**config.mk**
```make
export PLATFORM = sky130hd
export DESIGN_NAME = bin_to_bcd_digits
export DESIGN_NICKNAME = d
export VERILOG_FILES = /design/src/rtl/bin_to_bcd_digits.sv
export SDC_FILE = /design/constraint.sdc
export NUM_CORES = 1
export LEC_CHECK = 0
export ABC_AREA = 1
export BUFFER_PORTS_ARGS = -buffer_cell sky130_fd_sc_hd__buf_4
export CAP_MARGIN = 10
export CORE_ASPECT_RATIO = 1.2
export CORE_MARGIN = 5
export CORE_UTILIZATION = 58
export CTS_BUF_LIST = sky130_fd_sc_hd__clkbuf_4
export CTS_CLUSTER_SIZE = 30
export DETAILED_ROUTE_END_ITERATION = 12
export GPL_TIMING_DRIVEN = 1
export PLACE_DENSITY = 0.84
export SYNTH_ARGS = -nofsm -noshare
export SYNTH_HDL_FRONTEND = slang
export SYNTH_SLANG_ARGS = --single-unit
```
**constraint.sdc**
```tcl
create_clock -name clk -period 1.6 [get_ports clk]
set_clock_uncertainty 0.2 [all_clocks]
set_input_delay 0.32 -clock clk [delete_from_list [all_inputs] [get_ports clk]]
set_output_delay 0.32 -clock clk [all_outputs]
set_load 0.03 [all_outputs]
```
**src/rtl/bin_to_bcd_digits.sv**
```systemverilog
// Sequential shift-add-3 binary-to-BCD converter feeding a 4-digit display driver.
// Optional macro ERROR_STICKY_EN: error holds until err_clr instead of clearing on each result.
module bin_to_bcd_digits #(
  parameter int unsigned WIDTH   = 14,
  parameter int unsigned MAX_VAL = 9999,
  parameter logic [3:0]  ERR_OVF = 4'd1
) (
  input  logic             clk,
  input  logic             rst,
  input  logic             in_valid,
  output logic             in_ready,
  input  logic [WIDTH-1:0] bin_in,
  input  logic             err_clr,
  output logic             out_valid,
  output logic [3:0]       num0,
  output logic [3:0]       num1,
  output logic [3:0]       num2,
  output logic [3:0]       num3,
  output logic [3:0]       error
);

  localparam int unsigned CntW = (WIDTH > 1) ? $clog2(WIDTH) : 1;

  typedef enum logic [1:0] {StIdle, StShift, StDone, StOvf} state_e;

  state_e            state_q, state_d;
  logic [WIDTH-1:0]  shreg_q, shreg_d;
  logic [15:0]       acc_q, acc_d;
  logic [CntW-1:0]   cnt_q, cnt_d;
  logic [15:0]       digits_q, digits_d;
  logic [3:0]        error_q, error_d;
  logic              out_valid_q, out_valid_d;
  logic              in_ready_q;
  logic [15:0]       acc_corr;
  logic              transfer;

`ifndef ERROR_STICKY_EN
  logic unused_err_clr;
  assign unused_err_clr = err_clr;
`endif

  assign transfer = in_valid && in_ready_q;

  // Add 3 to any nibble >= 5 so the following shift carries correctly into the next digit.
  always_comb begin
    acc_corr = acc_q;
    for (int i = 0; i < 4; i++) begin
      if (acc_q[4*i +: 4] >= 4'd5) acc_corr[4*i +: 4] = acc_q[4*i +: 4] + 4'd3;
    end
  end

  always_comb begin
    state_d     = state_q;
    shreg_d     = shreg_q;
    acc_d       = acc_q;
    cnt_d       = cnt_q;
    digits_d    = digits_q;
    error_d     = error_q;
    out_valid_d = 1'b0;
`ifdef ERROR_STICKY_EN
    if (err_clr) error_d = 4'd0;
`endif
    unique case (state_q)
      StIdle: begin
        if (transfer) begin
          shreg_d = bin_in;
          acc_d   = 16'd0;
          cnt_d   = CntW'(WIDTH - 1);
          state_d = (32'(bin_in) > MAX_VAL) ? StOvf : StShift;
        end
      end
      StShift: begin
        {acc_d, shreg_d} = {acc_corr, shreg_q} << 1;
        cnt_d            = cnt_q - 1'b1;
        if (cnt_q == '0) state_d = StDone;
      end
      StDone: begin
        digits_d    = acc_q;
`ifndef ERROR_STICKY_EN
        error_d     = 4'd0;
`endif
        out_valid_d = 1'b1;
        state_d     = StIdle;
      end
      StOvf: begin
        error_d     = ERR_OVF;
        out_valid_d = 1'b1;
        state_d     = StIdle;
      end
      default: state_d = StIdle;
    endcase
  end

  always_ff @(posedge clk) begin
    if (rst) begin
      state_q     <= StIdle;
      shreg_q     <= '0;
      acc_q       <= '0;
      cnt_q       <= '0;
      digits_q    <= '0;
      error_q     <= '0;
      out_valid_q <= 1'b0;
      in_ready_q  <= 1'b1;
    end else begin
      state_q     <= state_d;
      shreg_q     <= shreg_d;
      acc_q       <= acc_d;
      cnt_q       <= cnt_d;
      digits_q    <= digits_d;
      error_q     <= error_d;
      out_valid_q <= out_valid_d;
      in_ready_q  <= (state_d == StIdle);
    end
  end

  assign in_ready  = in_ready_q;
  assign out_valid = out_valid_q;
  assign num0      = digits_q[15:12];
  assign num1      = digits_q[11:8];
  assign num2      = digits_q[7:4];
  assign num3      = digits_q[3:0];
  assign error     = error_q;

endmodule

```
==> metrics.txt, run 1 <==
clk sink count=55; Crit Path Class=reg2reg; Mapped Area=2575 µm²; Pleak=~1.4 nW; worst skew pair latency=~370 ps; critical path arrival=1530 ps; DRC viols=0; final cell count without fillers=around 460; Vias=between 2000 and 2500; RSZ-0062 raised after global routing=false; Async SR Flop Fraction=0%; max frequency=677.8 MHz; Die W=approximately 71 µm; Initial Utilization=about 60%; Mapped Cells=around 370; initial antenna violation count=0; flop2flop setup slack=roughly 120 ps; Initial DRT Pass Iterations=4; Synth Area per Inst=a little under 7 µm²; # rows=26; post-synthesis sequential area ratio=between 40 and 50%; root buffer cell=clkbuf_4; clock transition at the registers of the reported paths=roughly 150 ps; vias per std cell=between 5 and 6; Bufs on Longest Clock Path=2; worst setup margin=approximately 120 ps; DP Cell Count=455; number of global-route vias before repair=approximately 2200; global-route usage over all layers=about 18%; final wirelength=roughly 5.3 mm; ANT nets after route=0; CTS H-Tree Depth=2; number of flops mapped to enable cells by yosys=0; reg2reg start=acc_q[8]$_SDFFE_PP0P_; Final Slew Violations=0; PD cells=approximately 960 nW/µm²; Post-Route Utilization=between 60% and 70%; ys flop type=dfxtp_1; routability cong.=slightly below 0.8; # diodes=0; CTS Buf Count=5; crit start category=flop; HPWL Detailed=roughly 3.7 mm; Worst Setup SP=acc_q[8]$_SDFFE_PP0P_; Fin Setup TNS=0 ps; min-delay worst type=in2reg; area of the core=roughly 4300 µm²; Max FO, Critical Path=5; area growth from synthesis to layout=15.31%; initial DRC count=~140; CP Capture Point=acc_q[12]$_SDFFE_PP0P_; Post-CTS Hold Buffers=0; Power Total=0.002864 W; Port Buffers=35; minimum clock period=approximately 1500 ps; endpoints failing setup=0; peak supply drop=around 660 µV; CP required=about 1700 ps; final hold vios=0; Place WS=87.58 ps; first-pass GRT wire length=between 9 and 10 mm; Tcrit/Tclk final=about 92%; GR Overflow Total=0; reg2reg path depth=9; fin nets=~430; Die H=82.99 µm; CP Capture Type=flop; fraction of layout cells with a size suffix above 1=between 15 and 20%; WL/cell=roughly 11 µm; CTS tree=built; full die area=between 5000 and 6000 µm²; Ys Warns=0; R2R Path End=acc_q[12]$_SDFFE_PP0P_; largest net degree at the start of global routing=34; # IOs=40; Yosys cell types=22; max-cap viol count=0; outcome=finished, final reports clean; Synth Register Bits=55
-- logic make-up after synthesis --
group	after synthesis	share of synthesized area [%]
other cells	1	0.1456
buf+inv	50	8.649
simple gates	186	29.59
fa+ha+maj	9	4.373
flops	55	42.76
compound gates	73	14.48
-- flip-flops by register name, indices dropped and copies added, names as in the netlist --
name / flops
shreg_q: 14
cnt_q: 4
out_valid: 1
digits_q: 16
acc_q: 16
error: 1
state_q: 2
in_ready: 1
-- metrics by stage --
stage               hold slack, ps  area [µm²]
floorplan                    229.8        2582
global placement             242.8        2890
detailed placement           255.8        2890
CTS                          17.71        2948
global route                 17.87        2969
finish                       23.00        2969
-- routing by layer --
layer / share of wire, % / vias up / track usage (%)
met2: 48 / 69 / 30.97
li1: - / 1266 / -
met3: 5.7 / 8 / 4.106
met1: 46 / 1078 / 22.07
met4: 1.0 / 0 / 4.786
met5: 0 / - / 0
-- layout make-up --
type                    instances  area, µm²
repair buffers                 43      347.8
flip-flops and latches         55       1107
inverters                      30      115.1
fillers                       386       1325
well taps                      56      70.07
clock inverters                 1      5.005
clock buffers                   7      52.55
multi-input cells             271       1271
-- worst max-delay path, cell delays in order (launching register included) --
cell and delay (ps):
dfxtp_2 360, inv_2 80, ha_1 170, inv_1 40, nand2_1 130, nand3_2 110, nand2_1 100, nor2_2 40
nor2_1 90, nor2_1 40
-- cell usage in the layout, fill, tap and decap left out, drive strengths merged --
cell type / instances
o211ai: 3
nand3: 19
ha: 9
nor3: 2
nand2: 116
o21ai: 28
inv: 30
buf: 43
dfxtp: 55
clkinv: 1
nor2: 38
nand4: 9
clkbuf: 7
conb: 3
a21oi: 42
or2: 2
-- how the worst min path moves through the flow --
| stage | start | end | cells past startpoint |
|---|---|---|---|
| 6_report | rst | digits_q[5]$_SDFFE_PP0P_ | 4 |
| 5_1_grt | rst | digits_q[5]$_SDFFE_PP0P_ | 4 |
| 4_1_cts | rst | digits_q[5]$_SDFFE_PP0P_ | 4 |
| 3_5_place_dp | shreg_q[13]$_SDFFE_PP0P_ | acc_q[0]$_SDFFE_PP0P_ | 2 |
| 3_3_place_gp | shreg_q[11]$_SDFFE_PP0P_ | shreg_q[11]$_SDFFE_PP0P_ | 2 |
| 2_1_floorplan | shreg_q[11]$_SDFFE_PP0P_ | shreg_q[11]$_SDFFE_PP0P_ | 2 |
-- cells in the mapped netlist, types with 2 or more instances --
cell type,number,area [µm²]
nand2_1,113,424.2
dfxtp_1,55,1101
a21oi_1,42,210.2
nor2_1,37,138.9
o21ai_0,27,135.1
inv_1,26,97.59
nand3_1,19,95.09
ha_1,9,112.6
nand4_1,9,56.30
buf_2,7,35.03
clkbuf_1,6,22.52
buf_4,5,37.54
inv_2,4,15.01
nand2_2,3,18.77
o211ai_1,3,22.52
nor3_1,2,10.01
or2_2,2,12.51
-- power by group --
part | total (W) | internal, W | switching [W]
Combinational | 0.000692 | 0.000256 | 0.000436
Sequential | 0.00155 | 0.00149 | 0.0000680
Clock | 0.000617 | 0.000207 | 0.000410
-- what timing repair did --
| item | in CTS | in global routing |
|---|---|---|
| resized for setup | 0 | 16 |
| setup endpoints to repair | 0 | 7 |
| buffers inserted | 0 | 0 |
Note: power is estimated with default switching activity, not from simulation.
==> run 2, diff against run 1 <==
--- a/config.mk
+++ b/config.mk
@@ -5,7 +5,6 @@
 export SDC_FILE = /design/constraint.sdc
 export NUM_CORES = 1
 export LEC_CHECK = 0
-export ABC_AREA = 1
 export BUFFER_PORTS_ARGS = -buffer_cell sky130_fd_sc_hd__buf_4
 export CAP_MARGIN = 10
 export CORE_ASPECT_RATIO = 1.2
==> run 2 against run 1 <==
Register-to-register slack got worse by 110 ps. Worst hold slack worse by 2.1 ps. Clock power about the same. Combinational power fell by 15%. Flip-flop and latch count unchanged. Synthesized area down 2.0%. Global-route usage grew 1.4 points. Fmax decreased by 7.2%. Via count decreased by 6.6%. Synthesized cell count fell by 20%. Non-clock buffer count grew 31. Die area decreased by 1.8%. Critical path type unchanged. Critical endpoint is now acc_q[13]$_SDFFE_PP0P_.
==> metrics.txt, run 2 <==
Synth Area per Inst=8.380 µm² (was 6.885 µm²); Top Registers=acc_q x16, digits_q x16, shreg_q x14 (unchanged); Mapped Cells=301 (was 374); WL/cell=13.10 µm (was 11.46 µm); Async SR Flop Fraction=0% (unchanged); leading area contributor after synthesis=dfxtp_1 (unchanged); largest net degree at the start of global routing=32 (was 34); fraction of layout cells with a size suffix above 1=31.75% (was 18.43%); # rows=26 (unchanged); Vias=2262 (was 2421); max-cap viol count=0 (unchanged); RSZ-0062 raised after global routing=true (was false); crit start category=flop (unchanged); flop2flop setup slack=10 ps (was 120 ps); post-synthesis sequential area ratio=43.65% (was 42.76%); Clock Power Share=22.6% (was 21.5%); hold_sp=bin_in[2] (was rst); Initial Utilization=59.64% (was 59.97%); outcome=finished, final reports clean (unchanged); Worst Setup SP=acc_q[12]$_SDFFE_PP0P_ (was acc_q[8]$_SDFFE_PP0P_); fin nets=385 (was 433); Place WS=-63.52 ps (was 87.58 ps); most frequent cells in the layout=buf_4, nand2_1, dfxtp_1, nor2_1, a21oi_1 (was nand2_1, dfxtp_1, a21oi_1, buf_4, nor2_1); full die area=5773 µm² (was 5878 µm²); DRC viols=0 (unchanged); Yosys cell types=36 (was 22); top-area cell type share of the netlist area=43.65% (was 42.76%); global-route usage over all layers=19.34% (was 17.90%); commonest non-fill, non-tap cell in the layout=buf_4 (was nand2_1); worst skew pair latency=380 ps (was 370 ps); first-pass GRT wire length=9.080 mm (was 9.073 mm); endpoints failing setup=0 (unchanged); Pleak=1.288 nW (was 1.357 nW); # IOs=40 (unchanged); CTS Buf Count=5 (unchanged); area of the core=4229 µm² (was 4294 µm²); minimum clock period=1590 ps (was 1475 ps); final hold vios=0 (unchanged); Sequential Power Share=55.9% (was 54.3%); Port Buffers=35 (unchanged); max frequency=628.9 MHz (was 677.8 MHz); Synth Register Bits=55 (unchanged); Internal Power=0.001910 W (was 0.001950 W); Final Slew Violations=0 (unchanged); PD cells=852.1 nW/µm² (was 964.6 nW/µm²); root buffer cell=clkbuf_4 (unchanged); final wirelength=5.435 mm (was 5.306 mm); reg2reg start=acc_q[12]$_SDFFE_PP0P_ (was acc_q[8]$_SDFFE_PP0P_); reg2reg path depth=6 (was 9); Ys Warns=0 (unchanged); worst setup margin=9.810 ps (was 124.6 ps); area growth from synthesis to layout=26.98% (was 15.31%); Die H=82.24 µm (was 82.99 µm); number of global-route vias before repair=2124 (was 2237); ys flop type=dfxtp_1 (unchanged); CP Capture Type=flop (unchanged); Comb pwr share=21.5% (was 24.2%); clk sink count=55 (unchanged); final cell count without fillers=415 (was 463); CP required=1700 ps (was 1660 ps); initial DRC count=103 (was 144); clock transition at the registers of the reported paths=160 ps (was 150 ps); CP Capture Point=acc_q[13]$_SDFFE_PP0P_ (was acc_q[12]$_SDFFE_PP0P_); CTS H-Tree Depth=2 (unchanged); critical path arrival=1690 ps (was 1530 ps); peak supply drop=640.9 µV (was 660.7 µV); HPWL Detailed=3.758 mm (was 3.742 mm); routability cong.=0.8343 (was 0.7846); initial antenna violation count=0 (unchanged); ANT nets after route=0 (unchanged); Max FO, Critical Path=4 (was 5); Bufs on Longest Clock Path=2 (unchanged); cell with the most instances after synthesis=nand2_1 (unchanged); Fin Setup TNS=0 ps (unchanged); switching power=0.0008191 W (was 0.0009145 W); number of flops mapped to enable cells by yosys=0 (unchanged); Initial DRT Pass Iterations=4 (unchanged); vias per std cell=5.451 (was 5.229); most common library cells after synthesis=nand2_1, dfxtp_1, a21oi_1, nor2_1, a311oi_1 (was nand2_1, dfxtp_1, a21oi_1, nor2_1, o21ai_0); Crit Path Class=reg2reg (unchanged); Mapped Area=2522 µm² (was 2575 µm²); min-delay worst type=in2reg (unchanged); GR Overflow Total=0 (unchanged); switch share=30.01% (was 31.93%); # diodes=0 (unchanged); top cells by area, synth=dfxtp_1, nand2_1, a21oi_1 (unchanged); Die W=70.20 µm (was 70.83 µm); Tcrit/Tclk final=99.39% (was 92.21%); CTS tree=built (unchanged); R2R Path End=acc_q[13]$_SDFFE_PP0P_ (was acc_q[12]$_SDFFE_PP0P_); DP Cell Count=397 (was 455)
[run 2: stage by stage]
stage	total power [W]	cell area (µm²)	hold slack, ps	utilization, %
2_1_floorplan	0.001956	2531	231.9	-
3_3_place_gp	0.002092	2938	238.4	69.47
3_5_place_dp	0.002108	2938	247.2	69.47
4_1_cts	0.002721	3065	1.244	72.49
5_1_grt	0.002890	3203	5.633	75.74
6_report	0.002729	3203	20.88	75.74
[run 2: timing repair]
item                                    4_1_cts  5_1_grt
endpoints found under the setup margin       14       34
buffers inserted                              2        2
pin swaps                                     3        2
resized for setup                            12       30
hold buffers                                  3        3
endpoints found under the hold margin         3        3
[run 2: power by group through the flow]
stage | logic, W | clock network [W] | registers, W
floorplan | 0.000412 | 0 | 0.00154
global placement | 0.000544 | 0 | 0.00155
detailed placement | 0.000556 | 0 | 0.00155
CTS | 0.000566 | 0.000632 | 0.00152
global route | 0.000651 | 0.000703 | 0.00154
finish | 0.000587 | 0.000616 | 0.00153
[run 2: worst min path at each step]
stage                                 to  slack (ps)  depth (start not counted)
2_1_floorplan  digits_q[13]$_SDFFE_PP0P_         230                          2
3_3_place_gp   digits_q[13]$_SDFFE_PP0P_         240                          2
3_5_place_dp   digits_q[10]$_SDFFE_PP0P_         250                          2
4_1_cts         shreg_q[10]$_SDFFE_PP0P_           1                          3
5_1_grt          shreg_q[2]$_SDFFE_PP0P_           6                          3
6_report         shreg_q[2]$_SDFFE_PP0P_          20                          3
[run 2: cell families (layout without fill, tap and decap cells)]
kind of cell               after synthesis  in the layout  share of synthesized area [%]
adders and majority gates                9              9                          4.464
other                                    1              3                         0.1487
muxes                                    2              2                         0.7937
DFF                                     55             55                          43.65
and+or+nand+nor                        121            121                          21.88
xor gates and xnor gates                 3              3                          1.042
buffers and inverters                   37             93                          7.837
AOI/OAI and AO/OA                       73             73                          20.19
[run 2: metal layers]
metal	routed length, µm	up-vias	GRT usage [%]
li1	-	1163	-
met1	2294	1044	20.39
met2	2797	48	37.81
met3	279	7	4.237
met4	63	0	7.088
met5	0	-	0
[run 2: area by class of cell]
cell class                      count  area, µm²
Timing Repair Buffer               74      590.6
Fill cell                         319       1026
Clock inverter                      1      5.005
Sequential cell                    55       1115
Clock buffer                        7      52.55
Inverter                           11      43.79
Tap cell                           56      70.07
Multi-Input combinational cell    211       1326
[run 2: worst max-delay path: stages (launching register included)]
cell and delay, ps:
dfxtp_2 390, inv_1 70, ha_2 190, nand2b_1 90, a21oi_2 80, or4_4 440, o311ai_4 70
==> run 3, diff against run 2 <==
--- a/config.mk
+++ b/config.mk
@@ -8,7 +8,7 @@
 export BUFFER_PORTS_ARGS = -buffer_cell sky130_fd_sc_hd__buf_4
 export CAP_MARGIN = 10
 export CORE_ASPECT_RATIO = 1.2
-export CORE_MARGIN = 5
+export CORE_MARGIN = 2
 export CORE_UTILIZATION = 58
 export CTS_BUF_LIST = sky130_fd_sc_hd__clkbuf_4
 export CTS_CLUSTER_SIZE = 30
==> run 3 against run 2 <==
The run now ends with setup timing left. Core utilization rose by 5.7 points. Flip-flop and latch count did not move. Count of clock-buffer cells in the layout did not move. Final area rose by 7.5%. Register-to-register slack got worse by 110 ps. Die area fell by 15%. Sequential power barely moved. Cell count rose by 3.1%. Largest power group unchanged.
==> metrics.txt, run 3 (synthesized netlist as in run 2, its figures left out) <==
CTS Buf Count=5 (unchanged); reg2reg start=acc_q[5]$_SDFFE_PP0P_ (was acc_q[12]$_SDFFE_PP0P_); area of the core=4229 µm² (unchanged); minimum clock period=1696 ps (was 1590 ps); Hold Crit Depth=3 (unchanged); reg2reg path depth=6 (unchanged); failing checks=setup timing; crit start category=flop (unchanged); # rows=26 (unchanged); area growth from synthesis to layout=36.51% (was 26.98%); Die H=76.24 µm (was 82.24 µm); Tcrit/Tclk final=106.0% (was 99.39%); number of fillers in the final layout=272 (was 319); flop2flop setup slack=-100 ps (was 10 ps); commonest non-fill, non-tap cell in the layout=buf_4 (unchanged); fin nets=398 (was 385); hold_sp=bin_in[1] (was bin_in[2]); Crit Path Class=reg2reg (unchanged); HPWL Detailed=3.960 mm (was 3.758 mm); DRC viols=0 (unchanged); peak supply drop=815.9 µV (was 640.9 µV); # IOs=40 (unchanged); max frequency=589.7 MHz (was 628.9 MHz); CTS tree=built (unchanged); CP Capture Type=flop (unchanged); root buffer cell=clkbuf_4 (unchanged); outcome=finished, violations left (was finished, final reports clean); GR Overflow Total=0 (unchanged); clk sink count=55 (unchanged); min-delay worst type=in2reg (unchanged); worst setup margin=-95.82 ps (was 9.810 ps); PD cells=826.7 nW/µm² (was 852.1 nW/µm²); full die area=4895 µm² (was 5773 µm²); WL/cell=16.04 µm (was 13.10 µm); Final Slew Violations=0 (unchanged); clock transition at the registers of the reported paths=150 ps (was 160 ps); Hold Worst Slack=4.492 ps (was 20.88 ps); CP required=1690 ps (was 1700 ps); final wirelength=6.865 mm (was 5.435 mm); most frequent cells in the layout=buf_4, nand2_1, dfxtp_1, nor2_1, a21oi_1 (unchanged); first-pass GRT wire length=9.832 mm (was 9.080 mm); number of global-route vias before repair=2231 (was 2124); endpoints failing setup=5 (was 0); Max FO, Critical Path=5 (was 4); max-cap viol count=0 (unchanged); R2R Path End=acc_q[5]$_SDFFE_PP0P_ (was acc_q[13]$_SDFFE_PP0P_); routability cong.=0.9035 (was 0.8343); vias per std cell=5.871 (was 5.451); RSZ-0062 raised after global routing=true (unchanged); final hold vios=0 (unchanged); DP Cell Count=402 (was 397); Initial DRT Pass Iterations=5 (was 4); CTS H-Tree Depth=2 (unchanged); worst skew pair latency=380 ps (about the same); critical path arrival=1790 ps (was 1690 ps); ANT nets after route=0 (unchanged); Top Registers=acc_q x16, digits_q x16, shreg_q x14 (unchanged); Initial Utilization=59.64% (unchanged); Port Buffers=35 (unchanged); Vias=2513 (was 2262); global-route usage over all layers=25.00% (was 19.34%); initial antenna violation count=0 (unchanged); # diodes=0 (unchanged); Pleak=1.388 nW (was 1.288 nW); largest net degree at the start of global routing=32 (unchanged); Hold Path End=shreg_q[1]$_SDFFE_PP0P_ (was shreg_q[2]$_SDFFE_PP0P_); final cell count without fillers=428 (was 415); Die W=64.20 µm (was 70.20 µm); initial DRC count=168 (was 103); fraction of layout cells with a size suffix above 1=36.02% (was 31.75%); Bufs on Longest Clock Path=2 (unchanged)
==> run 3: repair_timing <==
item                       in CTS  in global routing
cloned                          0                  1
setup endpoints to repair      14                 18
gates resized for setup        24                 38
buffers inserted                5                  7
hold endpoints to repair        5                  0
hold buffers                    5                  0
pin swaps                       4                  9
==> run 3: worst max-delay path by stage <==
stage / start / endpoint / slack, ps
2_1_floorplan: acc_q[0]$_SDFFE_PP0P_ / acc_q[1]$_SDFFE_PP0P_ / 4
3_3_place_gp: acc_q[9]$_SDFFE_PP0P_ / acc_q[12]$_SDFFE_PP0P_ / -20
3_5_place_dp: acc_q[4]$_SDFFE_PP0P_ / acc_q[5]$_SDFFE_PP0P_ / -60
4_1_cts: acc_q[12]$_SDFFE_PP0P_ / acc_q[13]$_SDFFE_PP0P_ / -40
5_1_grt: acc_q[5]$_SDFFE_PP0P_ / acc_q[5]$_SDFFE_PP0P_ / -160
6_report: acc_q[5]$_SDFFE_PP0P_ / acc_q[5]$_SDFFE_PP0P_ / -100
==> run 3: critical path, cell delays in order (launching register included) <==
cell,delay [ps]
dfxtp_2,370
inv_4,80
ha_4,120
nand2b_4,130
a21oi_4,70
or4_1,550
o311ai_1,90
==> run 3: cell type report <==
type / count / area [µm²] / area share (%)
sequential: 55 / 1125 / 32.67
timing repair buffer: 87 / 715.7 / 20.78
multi-input combinational: 211 / 1424 / 41.35
inverter: 11 / 51.30 / 1.490
clock inverter: 1 / 5.005 / 0.1453
clock buffer: 7 / 52.55 / 1.526
tap: 56 / 70.07 / 2.035
==> run 3: metrics by stage <==
step	setup TNS, ps	power (W)	worst slack (ps)	cell area [µm²]	util [%]
3_5_place_dp	-278.9	0.002144	-65.00	2988	70.65
4_1_cts	-35.73	0.002768	-35.73	3208	75.86
6_report	-218.7	0.002847	-95.82	3443	81.42
3_3_place_gp	-49.43	0.002122	-24.94	2988	70.65
5_1_grt	-736.0	0.002970	-164.2	3443	81.42
2_1_floorplan	0	0.001956	3.552	2531	-
==> run 3: layer usage <==
layer,global-route usage (%),part of all wire (%)
met1,28.76,39
met2,44.27,52
met3,5.318,5.1
met4,10.21,3.3
met5,0,0
==> run 3: power breakdown <==
part	internal, W	switching, W
Clock	0.000207	0.000425
Sequential	0.00146	0.0000712
Combinational	0.000300	0.000387
